## src/rtl/lsu_mem_master.sv

```systemverilog
// RV32I load/store initiator for the MEM stage: word-wide memory accesses, sub-word
// extract/extend, read-modify-write sub-word stores. Optional LSU_ACCESS_CNT_EN adds access counters.
module lsu_mem_master #(
  parameter int unsigned MEM_BYTES = 1024
) (
  input  logic        clk,
  input  logic        reset_n,
  input  logic        req_valid,
  output logic        req_ready,
  input  logic        req_we,
  input  logic [2:0]  req_funct3,
  input  logic [31:0] req_addr,
  input  logic [31:0] req_wdata,
  output logic        mem_read,
  output logic        mem_write,
  output logic [31:0] mem_addr,
  output logic [31:0] mem_wdata,
  input  logic [31:0] mem_rdata,
  output logic        resp_valid,
  output logic [31:0] resp_rdata,
  output logic        resp_misaligned,
  output logic        resp_range_err
`ifdef LSU_ACCESS_CNT_EN
  ,
  output logic [31:0] load_cnt,
  output logic [31:0] store_cnt,
  output logic [31:0] fault_cnt
`endif
);

  localparam logic [2:0] S_IDLE       = 3'd0;
  localparam logic [2:0] S_LD_ISSUE   = 3'd1;
  localparam logic [2:0] S_LD_CAPTURE = 3'd2;
  localparam logic [2:0] S_RMW_ISSUE  = 3'd3;
  localparam logic [2:0] S_RMW_MERGE  = 3'd4;
  localparam logic [2:0] S_ST_WRITE   = 3'd5;
  localparam logic [2:0] S_RESP       = 3'd6;

  localparam logic [1:0] SZ_B = 2'd0;
  localparam logic [1:0] SZ_H = 2'd1;
  localparam logic [1:0] SZ_W = 2'd2;

  // Reserved funct3 encodings behave as full-word accesses.
  function automatic logic [1:0] size_of(input logic [2:0] f3);
    case (f3)
      3'b000, 3'b100: size_of = SZ_B;
      3'b001, 3'b101: size_of = SZ_H;
      default:        size_of = SZ_W;
    endcase
  endfunction

  logic [2:0]  state;
  logic [2:0]  f3_q;
  logic [1:0]  off_q;
  logic [15:0] wdata_q;

  assign req_ready = (state == S_IDLE);

  // Request checks, evaluated on the raw request in IDLE.
  logic [1:0]  req_size;
  logic [32:0] end_addr;
  logic        mis_chk;
  logic        rng_chk;

  assign req_size = size_of(req_funct3);
  assign end_addr = {1'b0, req_addr} + 33'd3;
  assign mis_chk  = ((req_size == SZ_H) && req_addr[0]) ||
                    ((req_size == SZ_W) && (req_addr[1:0] != 2'b00));
  assign rng_chk  = (end_addr >= 33'(MEM_BYTES));

  // Load lane extraction and extension.
  logic [1:0]  q_size;
  logic [7:0]  byte_sel;
  logic [15:0] half_sel;
  logic        ld_signed;
  logic [31:0] ld_result;

  assign q_size    = size_of(f3_q);
  assign byte_sel  = mem_rdata[{off_q, 3'b000} +: 8];
  assign half_sel  = mem_rdata[{off_q[1], 4'b0000} +: 16];
  assign ld_signed = ~f3_q[2];

  always_comb begin
    ld_result = mem_rdata;
    case (q_size)
      SZ_B:    ld_result = {{24{ld_signed & byte_sel[7]}}, byte_sel};
      SZ_H:    ld_result = {{16{ld_signed & half_sel[15]}}, half_sel};
      default: ld_result = mem_rdata;
    endcase
  end

  // Store lane merge: replicate the store data across the word, then mask in one lane.
  logic [31:0] lane_mask;
  logic [31:0] lane_data;
  logic [31:0] merged;

  always_comb begin
    if (q_size == SZ_B) begin
      lane_mask = 32'h0000_00FF << {off_q, 3'b000};
      lane_data = {4{wdata_q[7:0]}};
    end else begin
      lane_mask = 32'h0000_FFFF << {off_q[1], 4'b0000};
      lane_data = {2{wdata_q}};
    end
    merged = (mem_rdata & ~lane_mask) | (lane_data & lane_mask);
  end

  always_ff @(posedge clk) begin
    if (!reset_n) begin
      state           <= S_IDLE;
      f3_q            <= 3'd0;
      off_q           <= 2'd0;
      wdata_q         <= 16'd0;
      mem_read        <= 1'b0;
      mem_write       <= 1'b0;
      mem_addr        <= 32'd0;
      mem_wdata       <= 32'd0;
      resp_valid      <= 1'b0;
      resp_rdata      <= 32'd0;
      resp_misaligned <= 1'b0;
      resp_range_err  <= 1'b0;
    end else begin
      case (state)
        S_IDLE: begin
          if (req_valid) begin
            f3_q     <= req_funct3;
            off_q    <= req_addr[1:0];
            wdata_q  <= req_wdata[15:0];
            mem_addr <= {req_addr[31:2], 2'b00};
            if (mis_chk) begin
              resp_valid      <= 1'b1;
              resp_misaligned <= 1'b1;
              resp_rdata      <= 32'd0;
              state           <= S_RESP;
            end else if (rng_chk) begin
              resp_valid     <= 1'b1;
              resp_range_err <= 1'b1;
              resp_rdata     <= 32'd0;
              state          <= S_RESP;
            end else if (!req_we) begin
              mem_read <= 1'b1;
              state    <= S_LD_ISSUE;
            end else if (req_size == SZ_W) begin
              mem_write <= 1'b1;
              mem_wdata <= req_wdata;
              state     <= S_ST_WRITE;
            end else begin
              mem_read <= 1'b1;
              state    <= S_RMW_ISSUE;
            end
          end
        end
        S_LD_ISSUE: begin
          mem_read <= 1'b0;
          state    <= S_LD_CAPTURE;
        end
        S_LD_CAPTURE: begin
          resp_rdata <= ld_result;
          resp_valid <= 1'b1;
          state      <= S_RESP;
        end
        S_RMW_ISSUE: begin
          mem_read <= 1'b0;
          state    <= S_RMW_MERGE;
        end
        S_RMW_MERGE: begin
          mem_wdata <= merged;
          mem_write <= 1'b1;
          state     <= S_ST_WRITE;
        end
        S_ST_WRITE: begin
          mem_write  <= 1'b0;
          resp_valid <= 1'b1;
          resp_rdata <= 32'd0;
          state      <= S_RESP;
        end
        S_RESP: begin
          resp_valid      <= 1'b0;
          resp_misaligned <= 1'b0;
          resp_range_err  <= 1'b0;
          state           <= S_IDLE;
        end
        default: state <= S_IDLE;
      endcase
    end
  end

`ifdef LSU_ACCESS_CNT_EN
  // Counters step on the same edge that raises resp_valid for the matching request.
  always_ff @(posedge clk) begin
    if (!reset_n) begin
      load_cnt  <= 32'd0;
      store_cnt <= 32'd0;
      fault_cnt <= 32'd0;
    end else begin
      if ((state == S_IDLE) && req_valid && (mis_chk || rng_chk))
        fault_cnt <= fault_cnt + 32'd1;
      if (state == S_LD_CAPTURE)
        load_cnt <= load_cnt + 32'd1;
      if (state == S_ST_WRITE)
        store_cnt <= store_cnt + 32'd1;
    end
  end
`endif

endmodule

```

## config.mk

```make
export PLATFORM = sky130hd
export DESIGN_NAME = lsu_mem_master
export DESIGN_NICKNAME = d
export VERILOG_FILES = /design/src/rtl/lsu_mem_master.sv
export SDC_FILE = /design/constraint.sdc
export NUM_CORES = 1
export LEC_CHECK = 0
export ABC_AREA = 1
export ABC_CLOCK_PERIOD_IN_PS = 3400
export BUFFER_PORTS_ARGS = -buffer_cell sky130_fd_sc_hd__buf_2
export CAP_MARGIN = 20
export CORE_MARGIN = 10
export CORE_UTILIZATION = 50
export DETAILED_ROUTE_END_ITERATION = 12
export GPL_TIMING_DRIVEN = 0
export PLACE_DENSITY = 0.74
export SETUP_SLACK_MARGIN = 0.4
export SYNTH_ARGS = -nofsm -noshare
export SYNTH_HDL_FRONTEND = slang
export SYNTH_SLANG_ARGS = --single-unit
```

## constraint.sdc

```tcl
create_clock -name clk -period 3.4 [get_ports clk]
set_input_delay 0.68 -clock clk [delete_from_list [all_inputs] [get_ports clk]]
set_output_delay 0.68 -clock clk [all_outputs]
set_load 0.01 [all_outputs]
```

==> Implementation_results.wiki, run 1 <==
{| class="wikitable"
! Metric !! Value
|-
| CORE AREA || 14000 um^2
|-
| Critical path fanouts, max || 10
|-
| Max-cap violations || 0
|-
| Worst-path cell chain || nor2_1 > nand2_1 > inv_2 > buf_1 > buf_2
|-
| Unique cell type count in the Yosys netlist || 36
|-
| GRT Residual Overflow || 0
|-
| Worst hold path type || register to register
|-
| Summed instance area of the synthesized netlist || slightly above 7000 um^2
|-
| Worst-Margin Slew || 0.623 ns
|-
| Primary FF master, synth || sky130_fd_sc_hd__dfxtp_1
|-
| Number of ports placed on the die boundary || 205
|-
| Crit path required time || between 2 and 3 ns
|-
| Unrepaired setup endpoints after global routing || no
|-
| Outcome || finished clean
|-
| Most used cells in the layout excluding fill and tap cells || sky130_fd_sc_hd__nand2_1 (362), sky130_fd_sc_hd__buf_2 (207), sky130_fd_sc_hd__nor2_1 (197)
|-
| Gate count after technology mapping || 1181
|-
| Routed wire length per instance || 16.6 um
|-
| Share of flip-flops with an asynchronous set or reset after synthesis || 0%
|-
| Sort of element at the end of the critical path || primary output
|-
| Floorplan die height || 140 um
|-
| Clock transition at the registers of the reported paths || roughly 0.06 ns
|-
| Mean instance size in the synthesized netlist || 6.07 um^2
|-
| Vias in the first global route || 7988
|-
| Wire length of the first global-routing pass || 41300 um
|-
| Final Max Slew Viols || 0
|-
| Power per standard cell area || between 800 and 900 nW/um^2
|-
| TritonCTS Buffers || 17
|-
| Signed area change from the synthesized netlist to the final layout || 24.8%
|-
| Slowest Stage Delay on Critical Path || around 0.37 ns
|-
| Source-to-sink clock delay at the later pin of the worst-skew pair || 0.42 ns
|-
| Number of placement rows || 43
|-
| CP Data Arrival Time || approximately 2 ns
|-
| Post-detailed-route count of antenna-violating nets || 0
|-
| Maximum number of pins on one net before global-route repair || 17
|-
| Cell Count, Final, Fillers Out || around 1600
|-
| Final Total Pwr || 7.83 mW
|-
| Highest clock rate || 375 MHz
|-
| Port-buffer cells || 200
|-
| Total global-route track usage || 25.8%
|-
| Min cycle time layout || 2.66 ns
|-
| Fraction of the yosys area taken by sequential cells || 34.3%
|-
| First-pass iteration count of the detailed router || 8
|-
| Critical path buffers and inverters || 3
|-
| Setup TNS || 0 ns
|-
| Floorplan die width || 140 um
|-
| Number of warnings reported in the yosys synthesis log || 0
|-
| Remaining design rule violation count || 0
|-
| Number of flops mapped to enable cells by yosys || 0
|-
| Core occupancy in the finished layout || 64.0%
|-
| Wirelength, routed || 26500 um
|-
| Number of clock sinks || around 120
|-
| Via total after detailed routing || 8501
|-
| Worst setup path category || register to primary output
|-
| Share of cells above drive strength 1 || 19.0%
|-
| Cell chosen for the clock root || sky130_fd_sc_hd__clkbuf_16
|-
| Setup skew after layout || 0.00937 ns
|-
| Post-CTS sizing || 0
|-
| HPWL reported at the end of detailed placement || about 21000 um
|-
| Maximum vdd ir drop || 0.390 mV
|-
| Vias per Instance || 5.32
|-
| CTS tree || done
|-
| Antenna violations before repair || 6
|-
| CTS HTree Levels || 4
|-
| Number of design-rule violations left by the first detailed-router iteration || 839
|-
| Number of nets in the layout || 1504
|-
| Most common cell after layout, fill and taps aside || sky130_fd_sc_hd__nand2_1
|-
| Worst slew slack as a fraction of its limit || 58.5%
|-
| Post-Route Hold Slack || 0.443 ns
|-
| Post-CTS setup buffer count || 0
|-
| Total of endpoints with negative setup slack in the final report || 0
|-
| Final weighted congestion in routability-driven placement || 0.973
|-
| Placed Instances || about 1600
|-
| Slowest cell on the critical path || sky130_fd_sc_hd__buf_1
|-
| Final Cycle Share || 78.3%
|-
| Die Outline Area || 19500 um^2
|-
| Synthesized flop and latch total || 123
|-
| LEAKAGE || 4.48 nW
|-
| Final Hold Violating Endpoints || 0
|-
| Clock Path Buffers || 2
|-
| Critical path launch point type || register
|-
| Starting density of the core || around 50%
|-
| Top delay family on crit path || buffers and inverters
|-
| Number of buffers added to fix hold violations after cts || 0
|}
==> where the power goes <==
part	switching (mW)	internal [mW]
clock	0.686	0.986
sequential	0.240	1.89
combinational	2.69	1.35
total	3.62	4.22
==> stage by stage <==
step	area, um^2	setup slack, ns
after CTS	8940	0.751
after global routing	8950	0.590
after detailed placement	8400	0.495
after floorplan	7180	1.08
final	8950	0.737
after global placement	8400	0.507
==> area by class of cell <==
class	count	area, um^2
multi-input cells	891	4020
fillers	1389	5030
repair buffers	200	1000
well taps	180	225
inverters	104	390
diodes	4	10.0
clock buffers	22	474
flip-flops and latches	123	2460
clock inverters	9	66.3
plain buffers	64	302
==> cells by family after synthesis <==
| kind of cell | after synthesis | share of synthesized area (%) |
|---|---|---|
| AOI/OAI and AO/OA | 205 | 16.1 |
| xor gates and xnor gates | 5 | 0.611 |
| buffers and inverters | 168 | 9.64 |
| DFF | 123 | 34.3 |
| muxes | 7 | 0.977 |
| other | 1 | 0.0523 |
| and+or+nand+nor | 672 | 38.2 |
==> cell usage after synthesis, types with 4 or more instances <==
library cell               instances  area share [%]
sky130_fd_sc_hd__nand3b_1         11             1.2
sky130_fd_sc_hd__buf_6             5            0.78
sky130_fd_sc_hd__inv_1            98             5.1
sky130_fd_sc_hd__inv_2             4            0.21
sky130_fd_sc_hd__a211oi_1          4            0.42
sky130_fd_sc_hd__dfxtp_1         123              34
sky130_fd_sc_hd__mux2i_1           7            0.98
sky130_fd_sc_hd__clkbuf_1         41             2.1
sky130_fd_sc_hd__buf_2             7            0.49
sky130_fd_sc_hd__nand3_1          76             5.3
sky130_fd_sc_hd__buf_1             7            0.37
sky130_fd_sc_hd__a21oi_1          82             5.7
sky130_fd_sc_hd__o211ai_1         39             4.1
sky130_fd_sc_hd__nand2_1         362              19
sky130_fd_sc_hd__nor2_1          197              10
sky130_fd_sc_hd__nor2_2            9            0.78
sky130_fd_sc_hd__nand2_2           4            0.35
sky130_fd_sc_hd__o21ai_0          71             5.0
sky130_fd_sc_hd__buf_4             4            0.42
==> tightest hold or removal path: stages (launching register included) <==
cell	delay (ns)
sky130_fd_sc_hd__dfxtp_1	0.31
sky130_fd_sc_hd__inv_1	0.04
sky130_fd_sc_hd__a21oi_1	0.05
==> routing by layer <==
metal | vias up | global-route usage, % | part of all wire [%]
li1 | 4217 | - | -
met1 | 3838 | 31.0 | 42
met5 | - | 0 | 0.098
met3 | 61 | 8.74 | 9.6
met4 | 4 | 8.86 | 2.6
met2 | 381 | 42.0 | 46
==> worst paths after layout <==
path,slack (ns),depth (start not counted),endpoint,startpoint
worst max-delay path,0.74,5,req_ready,state[0]$_SDFFE_PN0P_
worst min-delay path,0.44,2,mem_read$_SDFFE_PN0P_,mem_read$_SDFFE_PN0P_
worst max register to register,0.74,12,resp_rdata[21]$_SDFFE_PN0P_,f3_q[0]$_SDFFE_PN0P_
worst min register to register,0.44,2,mem_read$_SDFFE_PN0P_,mem_read$_SDFFE_PN0P_
==> sequential cells by signal, summed over array words and instances (netlist names), 2 cells and up <==
register	flops
f3_q	3
state	3
off_q	2
wdata_q	16
mem_wdata	32
mem_addr	30
resp_rdata	32
Note: power is estimated with default switching activity, not from simulation.
==> run 2, diff against run 1 <==
- ABC_CLOCK_PERIOD_IN_PS: 3400 -> 2700
- clock period: 3.4 -> 2.7 ns (I/O delays scaled with it)
==> Implementation_results.wiki, run 2 (synthesized netlist as in run 1, its figures left out) <==
{| class="wikitable"
! Metric !! Value
|-
| Worst-Margin Slew || 0.640 ns (+0.0165 ns)
|-
| Outcome || finished clean
|-
| Routed wire length per instance || 17.2 um (+3.6%)
|-
| Source-to-sink clock delay at the later pin of the worst-skew pair || 0.43 ns (about the same)
|-
| Share of cells above drive strength 1 || 25.1% (+6.1 points)
|-
| Post-route cell area || 9480 um^2 (+5.8%)
|-
| Number of placement rows || 43 (unchanged)
|-
| Most used cells in the layout excluding fill and tap cells || sky130_fd_sc_hd__nand2_1 (334), sky130_fd_sc_hd__buf_2 (189), sky130_fd_sc_hd__nor2_1 (162)
|-
| Sw Pwr || 4.70 mW (+30%)
|-
| CORE AREA || 14000 um^2 (unchanged)
|-
| Final Hold Violating Endpoints || 0 (unchanged)
|-
| Clock power frac || 20.7% (-0.6 points)
|-
| CP Data Arrival Time || 2.60 ns (+0.62 ns)
|-
| Highest clock rate || 437 MHz
|-
| Share of power burned in registers || 26.3% (-0.9 points)
|-
| Number of buffers added to fix hold violations after cts || 0 (unchanged)
|-
| Via total after detailed routing || 8711 (+2.5%)
|-
| Switching Share || 46.1% (-0.048 points)
|-
| Antenna violations before repair || 6 (unchanged)
|-
| Core occupancy in the finished layout || 67.8% (+3.7 points)
|-
| Maximum number of pins on one net before global-route repair || 17 (unchanged)
|-
| Floorplan die width || 140 um (unchanged)
|-
| Final Cycle Share || a little over four fifths
|-
| Port-buffer cells || 200 (unchanged)
|-
| Sort of element at the end of the critical path || register
|-
| Final weighted congestion in routability-driven placement || 0.973 (unchanged)
|-
| Most common cell after layout, fill and taps aside || sky130_fd_sc_hd__nand2_1
|-
| Total of endpoints with negative setup slack in the final report || 0 (unchanged)
|-
| Fraction of power consumed by combinational cells || 53.0% (+1.5 points)
|-
| Max-cap violations || 0 (unchanged)
|-
| Post-detailed-route count of antenna-violating nets || 0 (unchanged)
|-
| TritonCTS Buffers || 17 (unchanged)
|-
| Critical path launch point type || primary input
|-
| Die Outline Area || 19500 um^2 (unchanged)
|-
| Floorplan die height || 140 um (unchanged)
|-
| Critical path fanouts, max || 10 (unchanged)
|-
| Cell chosen for the clock root || sky130_fd_sc_hd__clkbuf_16
|-
| HPWL reported at the end of detailed placement || 20800 um (unchanged)
|-
| Start point of the worst min-delay path || req_wdata[1]
|-
| Power per standard cell area || 1080 nW/um^2 (+23%)
|-
| GRT Residual Overflow || 0 (unchanged)
|-
| Worst slew slack as a fraction of its limit || 57.4% (-1.1 points)
|-
| Largest registers || mem_wdata: 32 flops, resp_rdata: 32 flops, mem_addr: 30 flops
|-
| Remaining design rule violation count || 0 (unchanged)
|-
| First-pass iteration count of the detailed router || 6 (-2)
|-
| Number of nets in the layout || 1519 (+1.0%)
|-
| Total global-route track usage || 25.9% (+0.064 points)
|-
| Post-Route Hold Slack || 0.405 ns (-0.0383 ns)
|-
| Vias per Instance || 5.40 (+1.5%)
|-
| Vias in the first global route || 8013 (+0.31%)
|-
| Maximum vdd ir drop || 0.492 mV (+26%)
|-
| Unrepaired setup endpoints after global routing || yes
|-
| LEAKAGE || 4.65 nW (+3.9%)
|-
| Launching point of the worst reg2reg path || f3_q[1]$_SDFFE_PN0P_
|-
| Final Total Pwr || 10.2 mW (+30%)
|-
| Min cycle time layout || approximately 2.3 ns
|-
| Signed area change from the synthesized netlist to the final layout || 32.1%
|-
| Wire length of the first global-routing pass || 41400 um (+0.23%)
|-
| Number of ports placed on the die boundary || 205 (unchanged)
|-
| Placed Instances || 1562 (unchanged)
|-
| CTS tree || done
|-
| P_int || 5.50 mW (+30%)
|-
| Cell Count, Final, Fillers Out || 1612 (+0.94%)
|-
| Crit path required time || 3.01 ns (+0.29 ns)
|-
| Worst hold path type || primary input to register
|-
| Final Max Slew Viols || 0 (unchanged)
|-
| Clock transition at the registers of the reported paths || 0.06 ns (about the same)
|-
| CTS HTree Levels || 4 (unchanged)
|-
| Clock Path Buffers || 2 (unchanged)
|-
| Total placed instance area || 8400 um^2 (unchanged)
|-
| Setup skew after layout || 0.00869 ns (-0.000672 ns)
|-
| Number of clock sinks || 123 (unchanged)
|-
| Worst setup path category || primary input to register
|-
| Starting density of the core || 51.3% (unchanged)
|-
| Crit path from || req_addr[7]
|-
| Wirelength, routed || 27700 um (+4.6%)
|-
| Number of design-rule violations left by the first detailed-router iteration || 861 (+2.6%)
|}
-- run 2: changes by cell type in the layout (fill, tap and decap cells not counted), moves of 10 or more --
cell                       before  now
sky130_fd_sc_hd__nor2_4         3   24
sky130_fd_sc_hd__nand2_1      362  334
sky130_fd_sc_hd__nor2_2         9   23
sky130_fd_sc_hd__nor2_1       197  162
sky130_fd_sc_hd__buf_2        207  189
sky130_fd_sc_hd__clkbuf_4       0   10
sky130_fd_sc_hd__buf_4          4   22
sky130_fd_sc_hd__nand2_2        4   24
-- run 2: final cells by class --
cell class,instances,area (um^2)
Multi-Input combinational cell,892,4360
Buffer,64,340
Timing Repair Buffer,214,1140
Antenna cell,4,10.0
Clock buffer,22,474
Sequential cell,123,2460
Clock inverter,9,66.3
Inverter,104,397
Tap cell,180,225
Fill cell,1295,4510
-- run 2: through the flow --
| stage | setup TNS (ns) | worst slack [ns] |
|---|---|---|
| 2_1_floorplan | 0 | 0.522 |
| 3_3_place_gp | -0.673 | -0.0531 |
| 3_5_place_dp | -0.724 | -0.0654 |
| 4_1_cts | 0 | 0.402 |
| 5_1_grt | 0 | 0.270 |
| 6_report | 0 | 0.412 |
-- run 2: final timing paths --
path / to / slack [ns] / depth (start not counted)
max: mem_wdata[16]$_SDFFE_PN0P_ / 0.41 / 16
min: wdata_q[1]$_SDFFE_PN0P_ / 0.41 / 3
min reg2reg: mem_read$_SDFFE_PN0P_ / 0.44 / 2
max reg2reg: mem_wdata[17]$_SDFFE_PN0P_ / 0.61 / 10
-- run 2: routing by layer --
layer / share of wire [%] / global-route usage, % / wire length, um / up-vias
li1: - / - / - / 4251
met1: 41 / 31.0 / 11300 / 3965
met2: 46 / 42.2 / 12800 / 412
met3: 9.9 / 8.74 / 2730 / 79
met4: 3.2 / 8.86 / 884 / 4
met5: 0.079 / 0 / 22 / -
-- run 2: power by group through the flow --
stage	combinational (mW)	sequential, mW	clock [mW]
6_report	5.41	2.68	2.11
5_1_grt	6.04	2.75	2.19
4_1_cts	5.06	2.68	2.12
3_5_place_dp	4.98	2.71	0
3_3_place_gp	4.96	2.69	0
2_1_floorplan	3.23	2.88	0
-- run 2: worst max-delay path, cell delays in order --
cell and delay (ns):
sky130_fd_sc_hd__buf_2 0.13, sky130_fd_sc_hd__nand2_2 0.11, sky130_fd_sc_hd__nor2_4 0.15, sky130_fd_sc_hd__nand2_2 0.09
sky130_fd_sc_hd__nor2_4 0.19, sky130_fd_sc_hd__buf_4 0.14, sky130_fd_sc_hd__xor2_1 0.05, sky130_fd_sc_hd__nor2_1 0.12
sky130_fd_sc_hd__nand2_1 0.13, sky130_fd_sc_hd__nor2_4 0.13, sky130_fd_sc_hd__nand3_2 0.13, sky130_fd_sc_hd__nand2_2 0.15
sky130_fd_sc_hd__nand2_8 0.12, sky130_fd_sc_hd__buf_6 0.19, sky130_fd_sc_hd__nor2_1 0.16, sky130_fd_sc_hd__nor2_1 0.06
-- run 2: timing repair --
action / 4_1_cts / 5_1_grt
buffers inserted: 0 / 13
gates cloned: 0 / 2
pin swaps: 1 / 29
resized for setup: 8 / 140
endpoints found under the setup margin: 32 / 67
hold endpoints to repair: 0 / 0
